**src/rtl/ifetch_unit.sv**
```systemverilog
// Instruction-fetch front end: owns the fetch PC, captures the combinational imem
// word into a small prefetch FIFO, and hands entries to decode over valid/ready.
// Redirects flush the FIFO and restart fetch; halt stops new fetches only.
module ifetch_unit #(
    parameter logic [31:0] RESET_PC   = 32'h0000_0000,
    parameter int unsigned FIFO_DEPTH = 2,
    parameter logic [31:0] NOP_INSTR  = 32'h0000_0013
) (
    input  logic        clk,
    input  logic        rst_n,
    output logic [31:0] imem_addr,
    input  logic [31:0] imem_instr,
    input  logic        halt,
    input  logic        redirect_valid,
    input  logic [31:0] redirect_pc,
    output logic        out_valid,
    input  logic        out_ready,
    output logic [31:0] out_instr,
    output logic [31:0] out_pc,
    output logic        fault_misalign
);

    localparam int unsigned PTR_W = $clog2(FIFO_DEPTH);
    localparam int unsigned CNT_W = PTR_W + 1;

    logic [31:0]      fetch_pc_q;
    logic [31:0]      ent_pc_q    [FIFO_DEPTH];
    logic [31:0]      ent_instr_q [FIFO_DEPTH];
    logic [PTR_W-1:0] wr_ptr_q;
    logic [PTR_W-1:0] rd_ptr_q;
    logic [CNT_W-1:0] count_q;
    logic [CNT_W-1:0] count_d;
    logic             fault_q;
    logic             empty;
    logic             full;
    logic             pop;
    logic             push;

    assign imem_addr      = fetch_pc_q;
    assign fault_misalign = fault_q;

    // Handshake decode, head presentation and occupancy next-state.
    always_comb begin
        empty     = (count_q == '0);
        full      = (count_q == CNT_W'(FIFO_DEPTH));
        // A redirect hides the head so nothing stale is accepted in the flush cycle.
        out_valid = !empty && !redirect_valid;
        pop       = out_valid && out_ready;
        // Full is fine as long as the head leaves in the same cycle.
        push      = !redirect_valid && !halt && (!full || pop);
        out_instr = empty ? NOP_INSTR : ent_instr_q[rd_ptr_q];
        out_pc    = empty ? 32'h0 : ent_pc_q[rd_ptr_q];
        count_d   = count_q;
        if (push && !pop) begin
            count_d = count_q + CNT_W'(1);
        end else if (pop && !push) begin
            count_d = count_q - CNT_W'(1);
        end
    end

    // Fetch PC, FIFO storage/pointers and misalign pulse register.
    always_ff @(posedge clk or negedge rst_n) begin
        if (!rst_n) begin
            fetch_pc_q <= RESET_PC;
            wr_ptr_q   <= '0;
            rd_ptr_q   <= '0;
            count_q    <= '0;
            fault_q    <= 1'b0;
            for (int unsigned i = 0; i < FIFO_DEPTH; i++) begin
                ent_pc_q[i]    <= 32'h0;
                ent_instr_q[i] <= NOP_INSTR;
            end
        end else begin
            fault_q <= redirect_valid && (redirect_pc[1:0] != 2'b00);
            if (redirect_valid) begin
                // Low bits are dropped; the fault pulse reports the misalignment.
                fetch_pc_q <= {redirect_pc[31:2], 2'b00};
                wr_ptr_q   <= '0;
                rd_ptr_q   <= '0;
                count_q    <= '0;
            end else begin
                if (push) begin
                    ent_pc_q[wr_ptr_q]    <= fetch_pc_q;
                    ent_instr_q[wr_ptr_q] <= imem_instr;
                    wr_ptr_q              <= wr_ptr_q + PTR_W'(1);
                    fetch_pc_q            <= fetch_pc_q + 32'd4;
                end
                if (pop) begin
                    rd_ptr_q <= rd_ptr_q + PTR_W'(1);
                end
                count_q <= count_d;
            end
        end
    end

endmodule

```
**config.mk**
```make
export PLATFORM = sky130hd
export DESIGN_NAME = ifetch_unit
export DESIGN_NICKNAME = d
export VERILOG_FILES = /design/src/rtl/ifetch_unit.sv
export SDC_FILE = /design/constraint.sdc
export NUM_CORES = 1
export LEC_CHECK = 0
export BUFFER_PORTS_ARGS = -buffer_cell sky130_fd_sc_hd__buf_2
export CAP_MARGIN = 25
export CORE_ASPECT_RATIO = 0.75
export CORE_MARGIN = 4
export CORE_UTILIZATION = 59
export CTS_CLUSTER_DIAMETER = 50
export DETAILED_ROUTE_END_ITERATION = 7
export PLACE_DENSITY_LB_ADDON = 0.12
export SYNTH_ARGS = -nofsm -noshare
export SYNTH_HDL_FRONTEND = slang
export SYNTH_SLANG_ARGS = --single-unit
```
**constraint.sdc**
```tcl
create_clock -name clk -period 2.8 [get_ports clk]
set_input_delay 0.42 -clock clk [delete_from_list [all_inputs] [get_ports clk]]
set_output_delay 0.42 -clock clk [all_outputs]
set_load 0.005 [all_outputs]
```
==> impl_metrics.json, run 1 <==
{
  "area_delta_synth_final_pct": 22.0,
  "yosysSeqAreaShare_pct": 53.3,
  "final_common_cell": "buf_2",
  "syn-mean-instance-area_um2": 12.0,
  "yosys_register_bits": 159,
  "grt_max_degree": 73,
  "first_global_vias": 5654,
  "slew_headroom_pct": 48.9,
  "fp.dieW_um": 138,
  "postCtsSetupBuffers": 0,
  "tritoncts": "yes",
  "cp_slowest_cell": "nor4_2",
  "dp_hpwl_um": 11700,
  "slew_violations": 0,
  "grt_pass1_wl_um": 28500,
  "critical-path-max-stage-delay_ns": 0.72,
  "synth_cells": 621,
  "wl_um": 17200,
  "wire_per_inst_um": 17.9,
  "worstPathRequired_ns": 3.13,
  "diodes": 0,
  "cts_max_level": 4,
  "cap_violations": 0,
  "critPathMaxFanout": 7,
  "first_pass_iters": 4,
  "dieArea_um2": 14600,
  "drtIter0Drc": 329,
  "total_power_uw": 6920,
  "cts.path.max_buffers": 2,
  "p_leak_uw": 0.00409,
  "cp_top_family": "simple AND/OR/NAND/NOR gates",
  "ant_nets": 0,
  "worst_pin_slew_ns": 0.761,
  "syn-cell-area_um2": 7470,
  "final.setup.worst_slack_ns": 0.490,
  "hold_violations": 2,
  "cts.clk_slew.worst_paths_ns": 0.06,
  "most-common-layout-cells": "buf_2 (161), dfrtp_1 (152), mux2_2 (123)",
  "io_buffers": 162,
  "skew_ns": 0.00701,
  "fmax_mhz": 433,
  "cts_made_buffers": 17,
  "clock_latency_ns": 0.42,
  "cts.sinks": 159,
  "place_ws_ns": 0.568,
  "grt_antenna_before_repair": 0,
  "initial_core_util_pct": 60.5,
  "hold_class": "primary input to asynchronous set/reset pin",
  "crit_chain": "nand4_1 > nor4_2 > nand3_2 > or3_1 > a31oi_1",
  "crit_start": "imem_addr[13]$_DFFE_PN0P_",
  "io_pins": 167,
  "vias_per_cell": 5.55,
  "die_y_um": 105,
  "r2r_start": "imem_addr[13]$_DFFE_PN0P_",
  "cts_resized": 0,
  "fin_hold_ws_ns": -0.00306,
  "synth_cell_type_count": 38,
  "grt_use_total_pct": 25.1,
  "violations": "hold timing",
  "ys.flop_type": "dfrtp_1",
  "synth_edf_count": 0,
  "r2r_setup_slack_ns": 0.49,
  "fin_crit_sh_pct": 82.5,
  "outcome": "complete, but fails checks",
  "rsz0062_at_grt": "false",
  "fin_nets": 851,
  "crit_arrival_ns": 2.64,
  "layout-drive-gt1-share_pct": 44.3,
  "gr-total-overflow": 0,
  "startpoint_type": "flip-flop",
  "rows": 35,
  "routabilityCongestion": 0.812,
  "vias": 5331,
  "setup_viol_count_final": 0,
  "cts_root_buf": "clkbuf_16",
  "timing.setup.tns_ns": 0,
  "fillCellCount": 869,
  "synth_async_sr_flop_share_pct": 100,
  "crit_path_end_kind": "flip-flop",
  "ys_warn_count": 0,
  "worst-setup-path-type": "flip-flop to flip-flop",
  "ctsHoldBuffers": 0,
  "drc": 0,
  "layout_min_cycle_time_ns": 2.31,
  "p_per_area_nw_per_um2": 759,
  "critPathBufInv": 0,
  "core-area_um2": 12300,
  "ir_worst_vdd_uv": 531
}
## worst reg2reg max path, delay by kind of cell (launching register included)
family,cells,cell delay (ns)
flops,1,0.46
simple gates,4,1.59
compound gates,1,0.18
## registers in the layout (all words and copies together) (netlist names)
signal / flops
imem_addr: 30
fault_misalign: 1
wr_ptr_q: 1
rd_ptr_q: 1
ent_pc_q: 60
count_q: 2
ent_instr_q: 64
## cells in the mapped netlist (2+ instances only)
master    instances  share of area (%)
nor2_1           80                4.0
or3_1             4               0.33
mux2i_1          63                8.4
nand3_1          11               0.74
nand2b_1          2               0.17
buf_4            10                1.0
dfrtp_1         153                 51
dfstp_2           6                2.1
nand2_1          35                1.8
xnor2_1           8               0.94
or2_2             2               0.17
clkbuf_1         17               0.85
xor2_1           17                2.0
nand4_2           2               0.33
a21oi_1           2               0.13
mux2_1            3               0.45
nor3_1            3               0.20
nand4_1          10               0.84
buf_1             6               0.30
mux2_2          123                 19
and3_1            3               0.25
a31oi_1           8               0.67
o21ai_0          28                1.9
nand3_2           2               0.27
o31ai_1           2               0.20
or4_1             2               0.20
inv_1             3               0.15
buf_2             6               0.40
## stage by stage
stage / util (%) / cells / area, µm²
floorplan: - / 624 / 7480
global route: 73.8 / 960 / 9120
detailed placement: 68.8 / 928 / 8490
finish: 73.8 / 960 / 9120
CTS: 73.8 / 960 / 9120
global placement: 68.8 / 928 / 8490
## cells by family after synthesis
logic type | share of synthesized area [%]
buffers and inverters | 2.71
other | 0.0502
adders and majority gates | 0.167
AOI/OAI and AO/OA | 2.88
DFF | 53.3
xor gates and xnor gates | 2.93
and+or+nand+nor | 10.5
muxes | 27.4
## worst paths after layout
path	depth (start not counted)	endpoint
setup / recovery	5	imem_addr[23]$_DFFE_PN0P_
hold / removal	1	ent_instr_q[23]$_DFFE_PN0P_
setup reg to reg	5	imem_addr[23]$_DFFE_PN0P_
hold reg to reg	1	ent_pc_q[34]$_DFFE_PN0P_
max in group asynchronous	2	ent_instr_q[36]$_DFFE_PN1P_
min in group clk	3	imem_addr[12]$_DFFE_PN0P_
## power breakdown
group	internal [µW]	switching, µW	total, µW
sequential	2870	343	3210
combinational	738	554	1290
clock	1480	936	2420
total	5090	1830	6920
## metal layers
metal  vias up  part of all wire (%)  global-route usage (%)
li1       2480                     -                       -
met1      2662                    43                    33.6
met2       161                    49                    40.5
met3        28                   5.8                    5.39
met4         0                   1.9                    9.17
met5         -                     0                       0
## cell type report
| class | instances | area, µm² | share of cell area, % |
|---|---|---|---|
| clock buffers | 20 | 467 | 5.12 |
| inverters | 3 | 11.3 | 0.124 |
| clock inverters | 12 | 158 | 1.73 |
| flip-flops and latches | 159 | 3990 | 43.8 |
| well taps | 166 | 208 | 2.28 |
| repair buffers | 177 | 980 | 10.7 |
| multi-input cells | 423 | 3300 | 36.2 |
Note: power is estimated with default switching activity, not from simulation.
==> inputs of run 2 (changes only) <==
--- a/config.mk
+++ b/config.mk
@@ -5,11 +5,12 @@
 export SDC_FILE = /design/constraint.sdc
 export NUM_CORES = 1
 export LEC_CHECK = 0
+export ABC_AREA = 1
 export BUFFER_PORTS_ARGS = -buffer_cell sky130_fd_sc_hd__buf_2
 export CAP_MARGIN = 25
 export CORE_ASPECT_RATIO = 0.75
 export CORE_MARGIN = 4
-export CORE_UTILIZATION = 59
+export CORE_UTILIZATION = 50
 export CTS_CLUSTER_DIAMETER = 50
 export DETAILED_ROUTE_END_ITERATION = 7
 export PLACE_DENSITY_LB_ADDON = 0.12
==> constraint.sdc (replaced) <==
create_clock -name clk -period 1.9 [get_ports clk]
set_input_delay 0.285 -clock clk [delete_from_list [all_inputs] [get_ports clk]]
set_output_delay 0.285 -clock clk [all_outputs]
set_load 0.005 [all_outputs]
==> impl_metrics.json, run 2 <==
{
  "layout_min_cycle_time_ns": 1.88,
  "ys.flop_type": "dfrtp_1",
  "tritoncts": "yes",
  "area_delta_synth_final_pct": 26.0,
  "io_buffers": 162,
  "first_global_vias": 7160,
  "diodes": 0,
  "crit_start": "count_q[0]$_DFFE_PN0P_",
  "cts_made_buffers": 17,
  "dp_hpwl_um": 15900,
  "cts_max_level": 4,
  "io_pins": 167,
  "clock_latency_ns": 0.43,
  "syn-mean-instance-area_um2": 7.34,
  "hold_violations": 0,
  "fin_crit_sh_pct": 99.0,
  "cts.clk_slew.worst_paths_ns": 0.07,
  "crit_path_end_kind": "output pin",
  "synth_async_sr_flop_share_pct": 100,
  "p_per_area_nw_per_um2": 1140,
  "rsz0062_at_grt": "true",
  "ant_nets": 0,
  "grt_pass1_wl_um": 38000,
  "total_power_uw": 11500,
  "drtIter0Drc": 654,
  "setup_viol_count_final": 0,
  "crit_chain": "inv_2 > nand2_4 > inv_8 > buf_12 > buf_4 > a21oi_2 > buf_2",
  "routabilityCongestion": 0.940,
  "seq_area_um2": 3990,
  "r2r_setup_slack_ns": 0.09,
  "hold_class": "primary input to flip-flop",
  "drc": 0,
  "r2r_start": "count_q[0]$_DFFE_PN0P_",
  "stdcell_count": 1481,
  "skew_ns": 0.00766,
  "most-common-layout-cells": "nand2_1 (452), buf_2 (161), dfrtp_1 (152)",
  "synth_top_area_share_pct": 47.6,
  "yosysSeqAreaShare_pct": 49.6,
  "cp_slowest_cell": "dfrtp_1",
  "largest_reg_flops": 64,
  "wire_per_inst_um": 16.0,
  "vias": 7736,
  "grt_antenna_before_repair": 0,
  "cts.path.max_buffers": 2,
  "grt_max_degree": 51,
  "core-area_um2": 15500,
  "fin_nets": 1333,
  "vias_per_cell": 5.22,
  "final_common_cell": "nand2_1",
  "critical-path-max-stage-delay_ns": 0.37,
  "cts.sinks": 159,
  "top_register": "ent_instr_q",
  "slew_violations": 0,
  "startpoint_type": "flip-flop",
  "ir_worst_vdd_uv": 735,
  "outcome": "finished clean",
  "yosys_register_bits": 159,
  "grt_use_total_pct": 25.9,
  "first_pass_iters": 5,
  "synthTopCellsByArea": "dfrtp_1 (48%), nand2_1 (21%), o21ai_1 (6.7%)",
  "layout-drive-gt1-share_pct": 22.2,
  "synth_common_cells": "nand2_1 (452), dfrtp_1 (153), o21ai_1 (108), inv_1 (88), a21oi_1 (60)",
  "die_y_um": 118,
  "worstPathRequired_ns": 1.62,
  "wl_um": 23700,
  "dieArea_um2": 18200,
  "ys_warn_count": 0,
  "initial_core_util_pct": 51.8,
  "fp.dieW_um": 154,
  "synth_cell_type_count": 31,
  "multi_input_area_um2": 3500,
  "synth_largest_area_cell": "dfrtp_1",
  "min_from": "redirect_pc[9]",
  "fmax_mhz": 532,
  "rows": 39,
  "fillCellCount": 1425,
  "worst-setup-path-type": "flip-flop to output pin",
  "cts_root_buf": "clkbuf_16",
  "synth.most_common_cell": "nand2_1",
  "cap_violations": 0,
  "crit_arrival_ns": 1.60,
  "syn-cell-area_um2": 8040,
  "p_leak_uw": 0.00524,
  "dp_cells": 1438,
  "synth_edf_count": 0,
  "gr-total-overflow": 0,
  "critPathMaxFanout": 10,
  "synth_cells": 1095
}
[run 2: path summary, 6_finish.rpt]
| kind | end | cells after the start |
|---|---|---|
| max | out_pc[4] | 7 |
| min | imem_addr[9]$_DFFE_PN0P_ | 3 |
| max reg2reg | ent_instr_q[63]$_DFFE_PN0P_ | 9 |
| min reg2reg | ent_instr_q[36]$_DFFE_PN1P_ | 2 |
| max in group asynchronous | ent_instr_q[4]$_DFFE_PN1P_ | 3 |
| min in group asynchronous | ent_instr_q[9]$_DFFE_PN0P_ | 2 |
[run 2: logic make-up (layout without fill, tap and decap cells)]
group / Yosys count / count (layout) / synth area share [%]
adders and majority gates: 1 / 1 / 0.156
xor gates and xnor gates: 6 / 6 / 0.653
DFF: 159 / 159 / 49.6
AOI/OAI and AO/OA: 197 / 197 / 12.7
buffers and inverters: 155 / 333 / 8.51
and+or+nand+nor: 576 / 576 / 28.3
other: 1 / 4 / 0.0466
[run 2: per-layer routing]
metal / global-route usage (%) / share of wire, % / vias to the layer above
met2: 36.6 / 42 / 303
met4: 5.52 / 1.3 / 0
met5: 0 / 0 / -
met3: 5.66 / 8.2 / 23
li1: - / - / 3794
met1: 40.8 / 48 / 3616
[run 2: critical path: cells and delay by family, from the launching register on]
family | cells | cell delay, ns
simple gates | 1 | 0.09
buf+inv | 5 | 0.55
compound gates | 1 | 0.15
flops | 1 | 0.37
[run 2: what timing repair did]
action / CTS / global route
setup buffers: 2 / 3
pin swaps: 1 / 0
endpoints found under the setup margin: 48 / 76
cloned: 2 / 3
hold buffers: 1 / 0
hold endpoints to repair: 39 / 0
resized for setup: 9 / 35
[run 2: area by class of cell]
| type | count | area share (%) |
|---|---|---|
| clock buffers | 19 | 4.47 |
| repair buffers | 208 | 14.0 |
| inverters | 93 | 3.57 |
| well taps | 205 | 2.53 |
| flip-flops and latches | 159 | 39.4 |
| multi-input cells | 784 | 34.6 |
| clock inverters | 13 | 1.49 |
[run 2: where the power goes]
part | switching (µW) | total, µW | internal [µW]
sequential | 641 | 5030 | 4380
combinational | 1710 | 2980 | 1260
clock | 1470 | 3510 | 2040
total | 3830 | 11500 | 7680
[run 2: through the flow]
| stage | hold slack [ns] | util (%) | cell area, µm² | setup slack [ns] | setup TNS (ns) |
|---|---|---|---|---|---|
| after floorplan | -0.0106 | - | 8050 | 0.388 | 0 |
| after global placement | 0.245 | 59.2 | 9190 | 0.267 | 0 |
| after detailed placement | 0.248 | 59.2 | 9190 | 0.234 | 0 |
| after CTS | 0.0601 | 63.9 | 9920 | -0.0293 | -0.363 |
| after global routing | 0.0735 | 65.3 | 10100 | -0.0460 | -0.690 |
| final | 0.0669 | 65.3 | 10100 | 0.0194 | 0 |
